`src/rtl/tx_edge_pulse.sv`:
```
// Multi-channel edge-triggered pulse generator: a qualifying edge on tx_en starts an optional
// delay followed by a check pulse on tx_cek, with sticky done/overrun flags and an interrupt.
module tx_edge_pulse #(
    parameter int unsigned NCH   = 4,
    parameter int unsigned CNT_W = 4
) (
    input  logic             clk,
    input  logic             reset,
    input  logic [NCH-1:0]   tx_en,
    input  logic [1:0]       mode,
    input  logic [CNT_W-1:0] delay,
    input  logic [CNT_W-1:0] pulse_len,
    input  logic [NCH-1:0]   done_clr,
    input  logic [NCH-1:0]   irq_en,
    output logic [NCH-1:0]   tx_cek,
    output logic [NCH-1:0]   done,
    output logic [NCH-1:0]   ovr,
    output logic             irq
);

    localparam logic [1:0] ST_IDLE  = 2'd0;
    localparam logic [1:0] ST_WAIT  = 2'd1;
    localparam logic [1:0] ST_PULSE = 2'd2;

    localparam logic [1:0] MODE_FALL = 2'b00;
    localparam logic [1:0] MODE_RISE = 2'b01;
    localparam logic [1:0] MODE_BOTH = 2'b10;

    localparam logic [CNT_W-1:0] CNT_ONE = CNT_W'(1);

    logic [NCH-1:0]   prev_q;
    logic [1:0]       state_q [NCH];
    logic [1:0]       state_d [NCH];
    logic [CNT_W-1:0] cnt_q   [NCH];
    logic [CNT_W-1:0] cnt_d   [NCH];
    logic [NCH-1:0]   tx_cek_q, tx_cek_d;
    logic [NCH-1:0]   done_q, done_d;
    logic [NCH-1:0]   ovr_q, ovr_d;
    logic             irq_q;

    logic [NCH-1:0]   rise, fall, edge_hit, abort;
    logic [CNT_W-1:0] pulse_load;

    assign pulse_load = (pulse_len == '0) ? CNT_ONE : pulse_len;
    assign rise       = ~prev_q & tx_en;
    assign fall       = prev_q & ~tx_en;

    // Abort fires when the line returns to the level it had before the triggering edge.
    always_comb begin
        edge_hit = '0;
        abort    = '0;
        case (mode)
            MODE_FALL: begin
                edge_hit = fall;
                abort    = tx_en;
            end
            MODE_RISE: begin
                edge_hit = rise;
                abort    = ~tx_en;
            end
            MODE_BOTH: edge_hit = rise | fall;
            default: ;
        endcase
    end

    always_comb begin
        for (int i = 0; i < NCH; i++) begin
            state_d[i] = state_q[i];
            cnt_d[i]   = cnt_q[i];
            done_d[i]  = done_q[i] & ~done_clr[i];
            ovr_d[i]   = ovr_q[i] & ~done_clr[i];
            if (mode == 2'b11) begin
                state_d[i] = ST_IDLE;
                cnt_d[i]   = '0;
            end else begin
                case (state_q[i])
                    ST_IDLE: begin
                        if (edge_hit[i]) begin
                            if (delay == '0) begin
                                state_d[i] = ST_PULSE;
                                cnt_d[i]   = pulse_load;
                            end else begin
                                state_d[i] = ST_WAIT;
                                cnt_d[i]   = delay;
                            end
                        end
                    end
                    ST_WAIT: begin
                        if (abort[i]) begin
                            state_d[i] = ST_IDLE;
                            cnt_d[i]   = '0;
                        end else begin
                            if (edge_hit[i]) ovr_d[i] = 1'b1;
                            if (cnt_q[i] <= CNT_ONE) begin
                                state_d[i] = ST_PULSE;
                                cnt_d[i]   = pulse_load;
                            end else begin
                                cnt_d[i] = cnt_q[i] - CNT_ONE;
                            end
                        end
                    end
                    ST_PULSE: begin
                        if (abort[i]) begin
                            state_d[i] = ST_IDLE;
                            cnt_d[i]   = '0;
                        end else begin
                            if (edge_hit[i]) ovr_d[i] = 1'b1;
                            if (cnt_q[i] <= CNT_ONE) begin
                                state_d[i] = ST_IDLE;
                                cnt_d[i]   = '0;
                                done_d[i]  = 1'b1;
                            end else begin
                                cnt_d[i] = cnt_q[i] - CNT_ONE;
                            end
                        end
                    end
                    default: begin
                        state_d[i] = ST_IDLE;
                        cnt_d[i]   = '0;
                    end
                endcase
            end
            tx_cek_d[i] = (state_d[i] == ST_PULSE);
        end
    end

    always_ff @(posedge clk or negedge reset) begin
        if (!reset) begin
            prev_q   <= '1;
            tx_cek_q <= '0;
            done_q   <= '0;
            ovr_q    <= '0;
            irq_q    <= 1'b0;
            for (int i = 0; i < NCH; i++) begin
                state_q[i] <= ST_IDLE;
                cnt_q[i]   <= '0;
            end
        end else begin
            prev_q   <= tx_en;
            tx_cek_q <= tx_cek_d;
            done_q   <= done_d;
            ovr_q    <= ovr_d;
            irq_q    <= |(done_q & irq_en);
            for (int i = 0; i < NCH; i++) begin
                state_q[i] <= state_d[i];
                cnt_q[i]   <= cnt_d[i];
            end
        end
    end

    assign tx_cek = tx_cek_q;
    assign done   = done_q;
    assign ovr    = ovr_q;
    assign irq    = irq_q;

endmodule

```
`config.mk`:
```
export PLATFORM = sky130hd
export DESIGN_NAME = tx_edge_pulse
export DESIGN_NICKNAME = d
export VERILOG_FILES = /design/src/rtl/tx_edge_pulse.sv
export SDC_FILE = /design/constraint.sdc
export NUM_CORES = 1
export LEC_CHECK = 0
export ABC_CLOCK_PERIOD_IN_PS = 2400
export CAP_MARGIN = 5
export CORE_MARGIN = 1.5
export CORE_UTILIZATION = 25
export CTS_CLUSTER_SIZE = 25
export DETAILED_ROUTE_END_ITERATION = 12
export PLACE_DENSITY = 0.47
export SETUP_SLACK_MARGIN = 0.3
export SYNTH_ARGS = -nofsm -noshare
export SYNTH_HDL_FRONTEND = slang
export SYNTH_SLANG_ARGS = --single-unit
```
`constraint.sdc`:
```
create_clock -name clk -period 2.4 [get_ports clk]
set_clock_uncertainty 0.05 [all_clocks]
set_input_delay 0.6 -clock clk [delete_from_list [all_inputs] [get_ports clk]]
set_output_delay 0.6 -clock clk [all_outputs]
set_load 0.01 [all_outputs]
```
==> flow_results.org, run 1 <==
** Timing
- Timing would allow up to 496 MHz.
- The worst path needs 2.01 ns of the cycle, external delays included.
- Final worst setup slack :: 0.385 ns
- Max Slew Vio Count :: 0
- Number of failing hold endpoints at the final stage :: 0
- Setup tns final :: 0 ns
- Max-slew headroom at the worst pin :: 0.609
- Hold timing on the final database bottoms out at a slack of 0.349 ns.
- Part of the cycle the worst path needs :: 0.840
- Transition at the pin with the smallest max-transition slack :: 0.587 ns
- Setup Viol. Count Final :: 0
- RSZ-0062 raised after global routing :: no

** Global route
- Entering global routing, the biggest net connects 42 pins.
- Global-route wire length before repair :: roughly 16,000 µm
- For this run the aggregate overflow at the end of global routing stands at 0.
- In the global route stage, overall resource usage came out at 0.154.
- Vias in the first global route :: 3,146
- Number of antenna violations at the first check in global routing :: 0

** Critical path
- STA classifies the critical path endpoint as a flop.
- Following the worst setup path forward leads to its endpoint at cnt_q[12]$_DFFE_PN0P_.
- The signal on the critical path passes through clkdlybuf4s50_1, nor3_1, nor2_1, o21ai_1, buf_4, a32o_1, a31o_2.
- Grouping stages by cell kind, the critical path spends the most delay in buffers and inverters.
- On the worst path, the slowest cell contributes a delay of roughly 0.49 ns.
- The largest individual stage delay along the critical path comes from the cell sky130_fd_sc_hd__clkdlybuf4s50_1.
- R2R Setup Slk :: around 0.52 ns
- The startpoint identified for the worst register-to-register timing path is cnt_q[8]$_DFFE_PN0P_.
- The worst register-to-register path ends at cnt_q[9]$_DFFE_PN0P_.
- STA puts the critical path data required time at 2.53 ns.
- The worst setup path is of the in2reg kind.
- Together, buffers and inverters on the worst path number 2.
- Maximum fanout along the worst path :: 3
- STA classifies the critical path startpoint as a primary input.
- Tracing the worst setup path back leads to its startpoint at pulse_len[1].
- Data arrives at the worst endpoint at 2.15 ns.
- Worst r2r path cells :: 8
- Counting buffers and inverters, the worst setup path is 7 cells deep.

** Synth
- The number of different library cells used by synthesis comes to 58.
- Mean area per synthesized cell :: 8.98 µm²
- Post-synthesis net count :: just over 400
- The synthesized design contains 41 register bits.
- Cells after synthesis :: 354
- Warning count from the yosys run :: 0
- For this run, the leading register cell type out of synthesis is sky130_fd_sc_hd__dfrtp_1.
- The synthesized design contains 0 enable-type register cells.
- The cell area that synthesis handed to floorplanning was 0.00318 mm².
- Async set-reset flop share out of synthesis :: 1.00
- The share of the Yosys chip area taken by registers is 0.324.

** Placement
- DPL Wire Length :: between 7000 and 8000 µm
- Placed Area :: just over 0.004 mm²
- Once placement completed, the tool counted placed cells totaling 601.
- Port Buf Inserts :: 36
- Worst slack at placement :: -0.166 ns
- Weighted congestion reported at the end of routability-driven placement :: 0.855

** Clock tree
- The cell sitting at the root of the clock tree is a sky130_fd_sc_hd__clkbuf_16.
- CTS built an H-tree with a depth of 2.
- Number of buffers created by CTS :: 5
- For this design, the sink count on the clock tree is 41.
- Bufs on Longest Clock Path :: 2
- CTS tree :: built
- After clock tree synthesis, the clock-pin slew on the worst setup and hold paths is 0.06 ns.
- Worst-Skew Late Latency :: 0.29 ns
- Cts hold-fix bufs :: 0

** Final layout
- Antenna diode count :: 0
- Excluding fillers, the count of instances in the completed layout stands at 614.
- Design area :: between 0.004 and 0.005 mm²
- Fillers :: 1,334
- Number of nets in the final layout :: 497
- Layout-stage area growth over the synthesis result :: 36.3%
- The multi-input combinational cells in the finished layout cover a total of a little under 0.002 mm².
- Across the whole layout, storage elements account for 0.00103 mm².
- For this run, the share of the core covered by cells in the final layout is 0.346.
- Layout cells sized above 1 :: 0.195

** Routing
- DRC violations left :: 0
- DR iter-0 viols :: between 100 and 150
- For this run, the detailed router's first-pass iteration total came to 4.
- Summed over all layers, the routed wires come to 9640 µm.
- In this run the remaining antenna-violating nets after routing total 0.
- Average routed wire per standard cell :: between 15 and 20 µm
- Dividing the detail-routed via count by the number of cells gives approximately 4.9.
- Total via count after detailed routing :: just under 3k

** Job
- The tool flagged a number of max-cap violations equal to 0.

** Power
- The analysis attributes to cell leakage a power of 1.96 nW.
- Summing internal, switching and leakage power gives 4.42 mW.
- IR analysis of the VDD net gives a maximum drop of 0.335 mV.
- For this design the ratio of total power to cell area is 1020 mW/mm².

** Die
- Placement row count :: 41
- Die boundary height :: 116 µm
- The region available for standard cell placement spans 0.0125 mm².
- The die is 116 µm wide.
- Die area :: 0.0134 mm²
- For this configuration, the core starts out at a cell density of 0.254.
- Pin placement for this block handled 37 I/O pins.

** Outcome
- The flow ran to the end, and the final reports show no timing, DRC or antenna violations.

** Worst hold path
- Class of the tightest hold or removal check :: in2async
[what timing repair did]
| action | in CTS | in global routing |
|---|---|---|
| pin swaps | 7 | 3 |
| cloned | 2 | 0 |
| resized for setup | 13 | 3 |
| endpoints found under the setup margin | 19 | 5 |
| setup buffers | 2 | 1 |
[per-layer routing]
metal  global-route usage  share of wire  wire length, µm  up-vias
li1                     -              -                -     1452
met1                0.186           0.45             4290     1448
met2                0.259           0.47             4520       58
met3               0.0288          0.038              370       22
met4               0.0862          0.047              454        0
met5                    0              0                0        -
[layout make-up]
class	count	share of cell area
Multi-Input combinational cell	265	0.458
Clock buffer	8	0.0338
Inverter	41	0.0355
Timing Repair Buffer	87	0.185
Sequential cell	41	0.238
Tap cell	172	0.0497
[sequential cells by signal (all words and copies together), names as in the netlist]
signal   count
done         4
tx_cek       4
prev_q       4
state_q      8
cnt_q       16
ovr          4
irq          1
[kinds of logic (layout without fill, tap and decap cells)]
logic type                 count (synthesis)  count (layout)  synth area share
muxes                                     15              15            0.0476
AOI/OAI and AO/OA                        106             106             0.256
and+or+nand+nor                          106             106             0.163
buffers and inverters                     48             136            0.0642
DFF                                       41              41             0.324
xor gates and xnor gates                   6               6            0.0189
adders and majority gates                 32              32             0.126
[placed cells by master (no fill, tap or decap), types with 3 or more instances in the layout]
cell and n:
sky130_fd_sc_hd__o22ai_2 3, sky130_fd_sc_hd__nor2_1 18, sky130_fd_sc_hd__buf_4 47, sky130_fd_sc_hd__clkdlybuf4s50_1 29, sky130_fd_sc_hd__a32oi_1 5, sky130_fd_sc_hd__dfrtp_1 37
sky130_fd_sc_hd__a22o_1 7, sky130_fd_sc_hd__o2bb2ai_1 4, sky130_fd_sc_hd__a31o_2 3, sky130_fd_sc_hd__o211ai_1 4, sky130_fd_sc_hd__nor2b_1 3, sky130_fd_sc_hd__inv_1 39
sky130_fd_sc_hd__nand4_1 4, sky130_fd_sc_hd__a21oi_1 14, sky130_fd_sc_hd__and2_1 5, sky130_fd_sc_hd__mux2i_1 14, sky130_fd_sc_hd__o21ai_0 21, sky130_fd_sc_hd__nand2b_1 6
sky130_fd_sc_hd__o22ai_1 4, sky130_fd_sc_hd__nand3_1 9, sky130_fd_sc_hd__ha_1 32, sky130_fd_sc_hd__dfstp_2 4, sky130_fd_sc_hd__o21a_1 5, sky130_fd_sc_hd__clkbuf_16 5
sky130_fd_sc_hd__dlygate4sd2_1 5, sky130_fd_sc_hd__nand2_1 37, sky130_fd_sc_hd__a41o_1 3, sky130_fd_sc_hd__a22oi_1 9, sky130_fd_sc_hd__nand3b_1 4, sky130_fd_sc_hd__nor3_1 10
[report_power, final]
part / total [mW] / internal, mW / switching (mW)
combinational: 2.56 / 1.23 / 1.33
sequential: 1.17 / 0.927 / 0.240
clock: 0.698 / 0.416 / 0.283
[worst min path at each step]
stage,slack [ns],end,cells after the start,from
after floorplan,0.25,cnt_q[0]$_DFFE_PN0P_,0,reset
final,0.35,cnt_q[7]$_DFFE_PN0P_,2,reset
after global placement,0.46,cnt_q[9]$_DFFE_PN0P_,1,cnt_q[9]$_DFFE_PN0P_
after detailed placement,0.45,cnt_q[13]$_DFFE_PN0P_,2,cnt_q[13]$_DFFE_PN0P_
after global routing,0.41,cnt_q[7]$_DFFE_PN0P_,2,reset
after CTS,0.37,cnt_q[7]$_DFFE_PN0P_,2,reset
[synth_stat cells (2+ instances only)]
| master | number | area share |
|---|---|---|
| sky130_fd_sc_hd__mux2i_1 | 14 | 0.044 |
| sky130_fd_sc_hd__o21a_1 | 5 | 0.012 |
| sky130_fd_sc_hd__nand3b_1 | 4 | 0.0094 |
| sky130_fd_sc_hd__a22oi_1 | 9 | 0.021 |
| sky130_fd_sc_hd__o22ai_1 | 4 | 0.0079 |
| sky130_fd_sc_hd__a221o_1 | 2 | 0.0063 |
| sky130_fd_sc_hd__xnor2_1 | 2 | 0.0055 |
| sky130_fd_sc_hd__buf_6 | 3 | 0.011 |
| sky130_fd_sc_hd__nand3_1 | 9 | 0.014 |
| sky130_fd_sc_hd__a32o_1 | 2 | 0.0063 |
| sky130_fd_sc_hd__ha_1 | 32 | 0.13 |
| sky130_fd_sc_hd__o22a_1 | 2 | 0.0055 |
| sky130_fd_sc_hd__and2_1 | 6 | 0.012 |
| sky130_fd_sc_hd__clkbuf_1 | 3 | 0.0035 |
| sky130_fd_sc_hd__or2_1 | 2 | 0.0039 |
| sky130_fd_sc_hd__a32oi_2 | 2 | 0.010 |
| sky130_fd_sc_hd__a32oi_1 | 5 | 0.014 |
| sky130_fd_sc_hd__or3_1 | 2 | 0.0039 |
| sky130_fd_sc_hd__nand2_1 | 37 | 0.044 |
| sky130_fd_sc_hd__a31o_2 | 3 | 0.0083 |
| sky130_fd_sc_hd__a41o_1 | 3 | 0.0094 |
| sky130_fd_sc_hd__dfstp_2 | 4 | 0.033 |
| sky130_fd_sc_hd__o21ai_0 | 22 | 0.035 |
| sky130_fd_sc_hd__nand2b_1 | 6 | 0.012 |
| sky130_fd_sc_hd__nor3_1 | 10 | 0.016 |
| sky130_fd_sc_hd__o211ai_1 | 4 | 0.0094 |
| sky130_fd_sc_hd__a31oi_1 | 2 | 0.0039 |
| sky130_fd_sc_hd__o2bb2ai_1 | 4 | 0.011 |
| sky130_fd_sc_hd__o22ai_2 | 3 | 0.012 |
| sky130_fd_sc_hd__dfrtp_1 | 37 | 0.29 |
| sky130_fd_sc_hd__xor2_1 | 3 | 0.0083 |
| sky130_fd_sc_hd__a21oi_1 | 15 | 0.024 |
| sky130_fd_sc_hd__nor2_1 | 18 | 0.021 |
| sky130_fd_sc_hd__inv_1 | 39 | 0.046 |
| sky130_fd_sc_hd__a2bb2oi_1 | 2 | 0.0055 |
| sky130_fd_sc_hd__nor2b_1 | 3 | 0.0059 |
| sky130_fd_sc_hd__a22o_1 | 7 | 0.019 |
| sky130_fd_sc_hd__nand4_1 | 4 | 0.0079 |
No activity file was read; power rests on OpenSTA's default activity.
==> run 2, diff against run 1 <==
Settings changed: ABC_CLOCK_PERIOD_IN_PS 2400 to 1800, PLACE_DENSITY 0.47 to 0.48.
Clock period 2.4 ns to 1.8 ns, I/O delays scaled along.
==> run 2 against run 1 <==
  * The flow now finishes with violations (setup timing)
  * Non-clock buffer count up 50
  * Sequential share of layout area down 3.6 points
  * Clock-buffer cell count down 1
  * Combinational power up 79%
  * Critical endpoint is now tx_cek[1]$_DFF_PN0_
==> flow_results.org, run 2 (synthesis gave the netlist of run 1 again) <==
** Final layout
- The fraction of final layout cells with drive strength greater than 1 is 0.427 (+0.232).
- The flip-flop count of the largest register, all copies and words added was 16 (unchanged).
- The largest registers in the layout are cnt_q: 16 flops, state_q: 8 flops.
- Relative to the synthesized area, the layout overhead comes to 60.9%.
- Antenna diode count :: 0 (unchanged)
- Most flop-heavy register :: cnt_q
- The top cell types in the final layout, fill and taps aside, are 80 x sky130_fd_sc_hd__buf_4, 36 x sky130_fd_sc_hd__dfrtp_1, 33 x sky130_fd_sc_hd__nand2_1, 29 x sky130_fd_sc_hd__inv_1.
- The library cell used most frequently in the layout, excluding fill and tap cells, is sky130_fd_sc_hd__buf_4.
- Number of standard cells in the layout, taps in and fillers out :: 664 (+8.1%)
- Number of nets in the final layout :: 547 (+10%)

** Placement
- Port Buf Inserts :: 36 (unchanged)
- The estimated wirelength of the detail-placed design was 7610 µm (+8.3%).
- The instance count after placement with tap cells included is 627 (+4.3%).
- The routability-driven placement congestion ratio was 0.879 (+2.8%).
- Worst slack at placement :: -0.637 ns (-0.471 ns)

** Die
- The number of rows created at floorplan came to 41 (unchanged).
- The effective utilization at floorplan was 0.254 (unchanged).
- Top-level I/O count :: 37 (unchanged)
- Area inside the core boundary :: 0.0125 mm² (unchanged)
- Die X :: 116 µm (unchanged)
- Die boundary height :: 116 µm (unchanged)
- Die area :: 0.0134 mm² (unchanged)

** Critical path
- The worst setup path is captured at a flop.
- Cells traversed along the worst timing path :: ha_4, and2_4, o32ai_4, mux2i_1, o22ai_2, and2_1
- The worst setup path is of the reg2reg kind.
- Delay of the slowest critical-path stage :: 0.55 ns (+0.06 ns)
- The worst register-to-register path ends at tx_cek[1]$_DFF_PN0_.
- Critical path launch point type :: flop
- R2R Setup Slk :: -0.02 ns (-0.54 ns)
- In this run the critical register-to-register path is launched from prev_q[1]$_DFF_PN1_.
- Maximum fanout along the worst path :: 3 (unchanged)
- The count of cells along the worst register-to-register path is 6 (-2).
- For this design, the slowest cell found on the critical path is sky130_fd_sc_hd__dfstp_2.
- The required time at the endpoint of the critical path was 1.93 ns (-0.60 ns).
- Arrival time of data at the critical path endpoint :: 1.95 ns (-0.20 ns)

** Clock tree
- Clock root buffer :: sky130_fd_sc_hd__clkbuf_16
- The clock transition time at the flip-flop clock pins of the worst setup and hold paths came to 0.06 ns (about the same).
- Sink count of the clock tree :: 41 (unchanged)
- The clock buffer count from CTS was 5 (unchanged).
- Worst-Skew Late Latency :: 0.29 ns (about the same)
- The number of buffers inserted for hold repair after clock tree synthesis was 0 (unchanged).
- TritonCTS built the clock tree.
- The deepest clock path buffer count came to 2 (unchanged).
- Number of H-tree branching levels :: 2 (unchanged)

** Global route
- Overall Global Routing Usage :: 0.173 (+0.0190)
- The global-route wire length before repair came to 17,900 µm (+13%).
- The number of global-route vias before repair was 3,411 (+8.4%).
- Maximum number of pins on one net before global-route repair :: 42 (unchanged)
- The initial antenna violation count came to 0 (unchanged).
- Leftover overflow at the end of global routing :: 0 (unchanged)

** Timing
- Post-layout minimum cycle time :: 1.82 ns
- Setup Viol. Count Final :: 2 (+2)
- Max-slew headroom at the worst pin :: 0.683 (+0.0748)
- Setup tns final :: -0.0337 ns (-0.0337 ns)
- Dividing the final minimum period by the clock period gives 1.01.
- The number of max-slew violations in the final report is 0 (unchanged).
- RSZ-0062 raised after global routing :: yes
- The number of hold violations in the final report was 0 (unchanged).
- The worst-margin pin slew was 0.475 ns (-0.112 ns).
- Maximum frequency from static timing analysis :: 549 MHz
- Worst Hold Slack :: 0.0834 ns (-0.266 ns)
- Final worst setup slack :: -0.0207 ns (-0.406 ns)

** Routing
- DRC violations left :: 0 (unchanged)
- The length of the first detailed-routing pass in iterations was 4 (unchanged).
- The mean number of vias per cell was 4.84 (-0.21%).
- Average routed wire per standard cell :: 16.5 µm (+4.8%)
- Total via count after detailed routing :: 3,216 (+7.9%)
- Count of nets left with antenna violations after detail routing :: 0 (unchanged)
- The number of violations reported at the end of detailed-routing iteration 0 came to 193 (+61%).
- Overall routed net length :: 10,900 µm (+13%)

** Power
- Peak supply drop :: 0.476 mV (+42%)
- The static leakage was 2.32 nW (+18%).
- Cell Pwr Density :: 1390 mW/mm² (+37%)
- The total power draw was 7.13 mW (+61%).

** Outcome
- The run finished, with violations left.
- The final reports fail on setup timing.

** Worst hold path
- In this run the worst hold path is classified as in2async.

** Job
- Total of max-cap violations :: 0 (unchanged)
-- run 2: cell types whose count changed in the layout (fill, tap and decap cells not counted), sizes merged --
cell           before  now
clkdlybuf4s50      29    9
bufbuf              2    0
clkdlybuf4s15       0    2
buf                50  107
clkinv              1    2
dlygate4sd2         5   19
clkbuf              9    7
-- run 2: stage by stage --
stage,cell area [µm²],util
5_1_grt,5110,0.409
2_1_floorplan,3340,-
3_3_place_gp,4390,0.351
4_1_cts,4910,0.393
6_report,5110,0.409
3_5_place_dp,4390,0.351
-- run 2: power by group --
group          switching, mW  total (mW)  internal, mW
registers              0.331        1.57          1.24
logic                   2.23        4.58          2.35
clock network          0.399       0.988         0.589
-- run 2: per-layer routing --
layer / vias to the layer above / global-route usage / wire (µm)
met5: - / 0 / 0
met4: 0 / 0.0472 / 212
met3: 17 / 0.0314 / 503
met2: 80 / 0.275 / 5050
met1: 1558 / 0.243 / 5160
li1: 1561 / - / -
-- run 2: final cells by class --
class	count	area (µm²)
clock buffer	7	153
tap	172	215
timing repair buffer	137	1150
fill	1271	7400
multi-input combinational	265	2390
clock inverter	1	5.00
inverter	41	176
sequential	41	1030
-- run 2: what timing repair did --
item / in CTS / in global routing
pin swaps: 43 / 21
setup endpoints to repair: 49 / 36
cloned: 1 / 0
gates resized for setup: 106 / 36
buffers inserted: 20 / 8
-- run 2: how the worst max path moves through the flow --
stage	slack, ns	startpoint	cells past startpoint	to
after CTS	-0.03	prev_q[1]$_DFF_PN1_	6	tx_cek[1]$_DFF_PN0_
after floorplan	-0.03	prev_q[1]$_DFF_PN1_	6	tx_cek[1]$_DFF_PN0_
after detailed placement	-0.64	tx_en[2]	8	tx_cek[2]$_DFF_PN0_
after global routing	-0.13	prev_q[1]$_DFF_PN1_	6	tx_cek[1]$_DFF_PN0_
after global placement	-0.59	tx_en[1]	8	tx_cek[1]$_DFF_PN0_
final	-0.02	prev_q[1]$_DFF_PN1_	6	tx_cek[1]$_DFF_PN0_
-- run 2: critical path: cells and delay by family (launching register included) --
kind	cells	cell delay, ns
muxes	1	0.25
and+or+nand+nor	2	0.28
AOI/OAI and AO/OA	2	0.39
DFF	1	0.55
adders and majority gates	1	0.19
==> run 3, diff against run 2 <==
Settings changed: TNS_END_PERCENT from default to 10.
==> run 3 against run 2 <==
  * The flow still finishes with violations (setup timing)
  * Global-route usage shrank 0.61 points
  * Critical path depth unchanged
  * Die area unchanged
  * Non-clock buffer count decreased by 14
  * Via count down 0.22%
  * First-iteration DRC count decreased by 32%
  * Wire length down 1.1%
==> flow_results.org, run 3 (synthesis gave the netlist of run 1 again) <==
** Outcome
- Outcome :: finished, violations left
- The final reports fail on setup timing.

** Die
- Placement row count :: 41 (unchanged)
- The effective utilization at floorplan is 0.254 (unchanged).
- Die X :: 116 µm (unchanged)
- The count of boundary I/O pins came to 37 (unchanged).
- The area of the placeable core is 0.0125 mm² (unchanged).
- The height of the die came to 116 µm (unchanged).
- The die outline area is 0.0134 mm² (unchanged).

** Timing
- Maximum frequency from static timing analysis :: 542 MHz (-1.3%)
- Max Slew Vio Count :: 0 (unchanged)
- The final worst slack is -0.0456 ns (-0.0249 ns).
- RSZ-0062 raised after global routing :: yes
- Number of failing hold endpoints at the final stage :: 0 (unchanged)
- Part of the cycle the worst path needs :: 1.03 (+0.0138)
- The final critical path time including I/O delays and setup was 1.85 ns (+0.0249 ns).
- Setup Viol. Count Final :: 1 (-1)
- Transition at the pin with the smallest max-transition slack :: 0.513 ns (+0.0376 ns)
- Max-slew headroom at the worst pin :: 0.658 (-0.0250)

** Clock tree
- Sink count of the clock tree :: 41 (unchanged)
- The number of buffers inserted for hold repair after clock tree synthesis was 0 (unchanged).
- Clock root buffer :: sky130_fd_sc_hd__clkbuf_16
- CTS tree :: built
- Number of H-tree branching levels :: 2 (unchanged)
- The deepest clock path buffer count was 2 (unchanged).
- The clock transition time at the flip-flop clock pins of the worst setup and hold paths was 0.06 ns (about the same).
- Worst-Skew Late Latency :: 0.29 ns (about the same)
- The clock buffer count from CTS is 5 (unchanged).

** Critical path
- STA classifies the critical path endpoint as a flop.
- Delay of the slowest critical-path stage :: 0.55 ns (about the same)
- The maximum fanout encountered on the critical timing path came to 3 (unchanged).
- Arrival time of data at the critical path endpoint :: 1.98 ns (+0.03 ns)
- R2R Setup Slk :: -0.05 ns (-0.02 ns)
- By startpoint and endpoint, the worst setup path is classified as reg2reg.
- Highest-delay cell along the critical path :: sky130_fd_sc_hd__dfstp_2
- The required time at the endpoint of the critical path was 1.93 ns (about the same).
- Cells traversed along the worst timing path :: ha_4, and2_4, o32ai_4, mux2i_1, o22ai_2, and2_1
- The worst setup path is launched from a flop.

** Global route
- The maximum number of pins on one net before global-route repair came to 18 (-57%).
- The remaining global-route overflow is 0 (unchanged).
- The number of global-route vias before repair is 3,388 (-0.67%).
- Global-route wire length before repair :: 17,000 µm (-4.9%)
- The initial antenna violation count was 0 (unchanged).
- The total global-route track usage is 0.167 (-0.00612).

** Routing
- The wire length reported by the detailed router was 10,800 µm (-1.1%).
- Average routed wire per standard cell :: 16.6 µm (+0.99%)
- DR iter-0 viols :: 131 (-32%)
- The count of vias placed by the detailed router is 3,209 (-0.22%).
- The detailed-route DRC error count was 0 (unchanged).
- The length of the first detailed-routing pass in iterations came to 4 (unchanged).
- Count of nets left with antenna violations after detail routing :: 0 (unchanged)
- Average vias per placed instance :: 4.94 (+1.9%)

** Final layout
- Antenna diode count :: 0 (unchanged)
- Number of nets in the final layout :: 533 (-2.6%)
- Most used cells in the layout excluding fill and tap cells :: 80 x sky130_fd_sc_hd__buf_4, 35 x sky130_fd_sc_hd__dfrtp_1, 33 x sky130_fd_sc_hd__nand2_1, 23 x sky130_fd_sc_hd__inv_1, 16 x sky130_fd_sc_hd__dlygate4sd2_1
- The count of non-filler cells in the finished layout came to 650 (-2.1%).
- Largest registers :: cnt_q: 16 flops, state_q: 8 flops
- The count of filler cells inserted in the layout came to 1,279 (+0.63%).
- The post-layout instance area came to 0.00493 mm² (-3.6%).
- Most common cell after layout, fill and taps aside :: sky130_fd_sc_hd__buf_4
- From synthesis to final layout, the design area changed by 55.1%.
- Max reg flops :: 16 (unchanged)
- Counting flops per register, the top entry is cnt_q.
- The fraction of final layout cells with drive strength greater than 1 is 0.404 (-0.0231).
- Final cell utilization of the core :: 0.394 (-0.0148)

** Power
- The switching portion of total power is 0.417 (+0.00209).
- The static leakage came to 2.21 nW (-4.3%).
- The cell internal power dissipation is 3.95 mW (-5.3%).
- The fraction of power consumed by sequential logic came to 0.234 (+0.014).
- The largest voltage drop on the vdd net came to 0.490 mV (+2.8%).
- Cell Pwr Density :: 1380 mW/mm² (-1.4%)
- Proportion of power drawn by combinational gates :: 0.634 (-0.008)
- The net switching power is 2.83 mW (-4.5%).
- The proportion of power drawn by the clock network is 0.132 (-0.007).

** Placement
- Port Buf Inserts :: 36 (unchanged)
- The pre-CTS setup slack came to -0.601 ns (+0.0365 ns).
- DPL Wire Length :: 7740 µm (+1.8%)
- The routability-driven placement congestion ratio is 0.815 (-7.3%).
- Inst Count DP :: 632 (+0.80%)
- Placed Area :: 0.00433 mm² (-1.5%)

** Job
- Total of max-cap violations :: 0 (unchanged)

** Worst hold path
- The worst hold path belongs to the class in2async.
run 3: worst max-delay path: cells and delay by family (launching register included):
family | cells | cell delay, ns
muxes | 1 | 0.25
DFF | 1 | 0.55
AOI/OAI and AO/OA | 2 | 0.40
and+or+nand+nor | 2 | 0.28
adders and majority gates | 1 | 0.19
run 3: timing repair:
item | 4_1_cts | 5_1_grt
setup endpoints to repair | 49 | 35
buffers inserted | 8 | 0
gates resized for setup | 115 | 37
pin swaps | 58 | 40
cloned | 2 | 0
run 3: worst paths after layout:
path                                     start                    to  depth (start not counted)
min reg2reg                   ovr[1]$_DFF_PN0_      ovr[1]$_DFF_PN0_                          2
max reg2reg                prev_q[1]$_DFF_PN1_   tx_cek[1]$_DFF_PN0_                          6
min                                      reset   tx_cek[0]$_DFF_PN0_                          1
max in group asynchronous                reset  cnt_q[0]$_DFFE_PN0P_                          2
max                        prev_q[1]$_DFF_PN1_   tx_cek[1]$_DFF_PN0_                          6
min in group clk                      tx_en[3]   prev_q[3]$_DFF_PN1_                          2
run 3: layout make-up:
type | count | area, µm² | share of cell area
Multi-Input combinational cell | 265 | 2320 | 0.472
Timing Repair Buffer | 123 | 1050 | 0.214
Sequential cell | 41 | 1030 | 0.210
Tap cell | 172 | 215 | 0.0437
Inverter | 41 | 164 | 0.0333
Clock buffer | 6 | 129 | 0.0261
Clock inverter | 2 | 10.0 | 0.00203
run 3: metrics by stage:
stage	TNS (ns)	hold WS (ns)	total power, mW
4_1_cts	-0.0488	0.0590	6.56
3_5_place_dp	-16.24	0.372	5.28
2_1_floorplan	-0.0274	0.104	3.76
6_report	-0.0456	0.0477	6.78
3_3_place_gp	-15.85	0.366	5.23
5_1_grt	-0.375	0.0691	7.30
run 3: power groups by stage:
stage / combinational [mW] / clock, mW / sequential [mW]
floorplan: 2.23 / 0 / 1.53
global placement: 3.67 / 0 / 1.55
detailed placement: 3.71 / 0 / 1.57
CTS: 4.06 / 0.933 / 1.56
global route: 4.69 / 0.962 / 1.65
finish: 4.30 / 0.897 / 1.59
run 3: metal layers:
| layer | up-vias | part of all wire | GRT usage | wire length, µm |
|---|---|---|---|---|
| li1 | 1530 | - | - | - |
| met1 | 1585 | 0.45 | 0.207 | 4830 |
| met2 | 71 | 0.49 | 0.297 | 5330 |
| met3 | 23 | 0.036 | 0.0267 | 391 |
| met4 | 0 | 0.024 | 0.0545 | 254 |
| met5 | - | 0 | 0 | 0 |
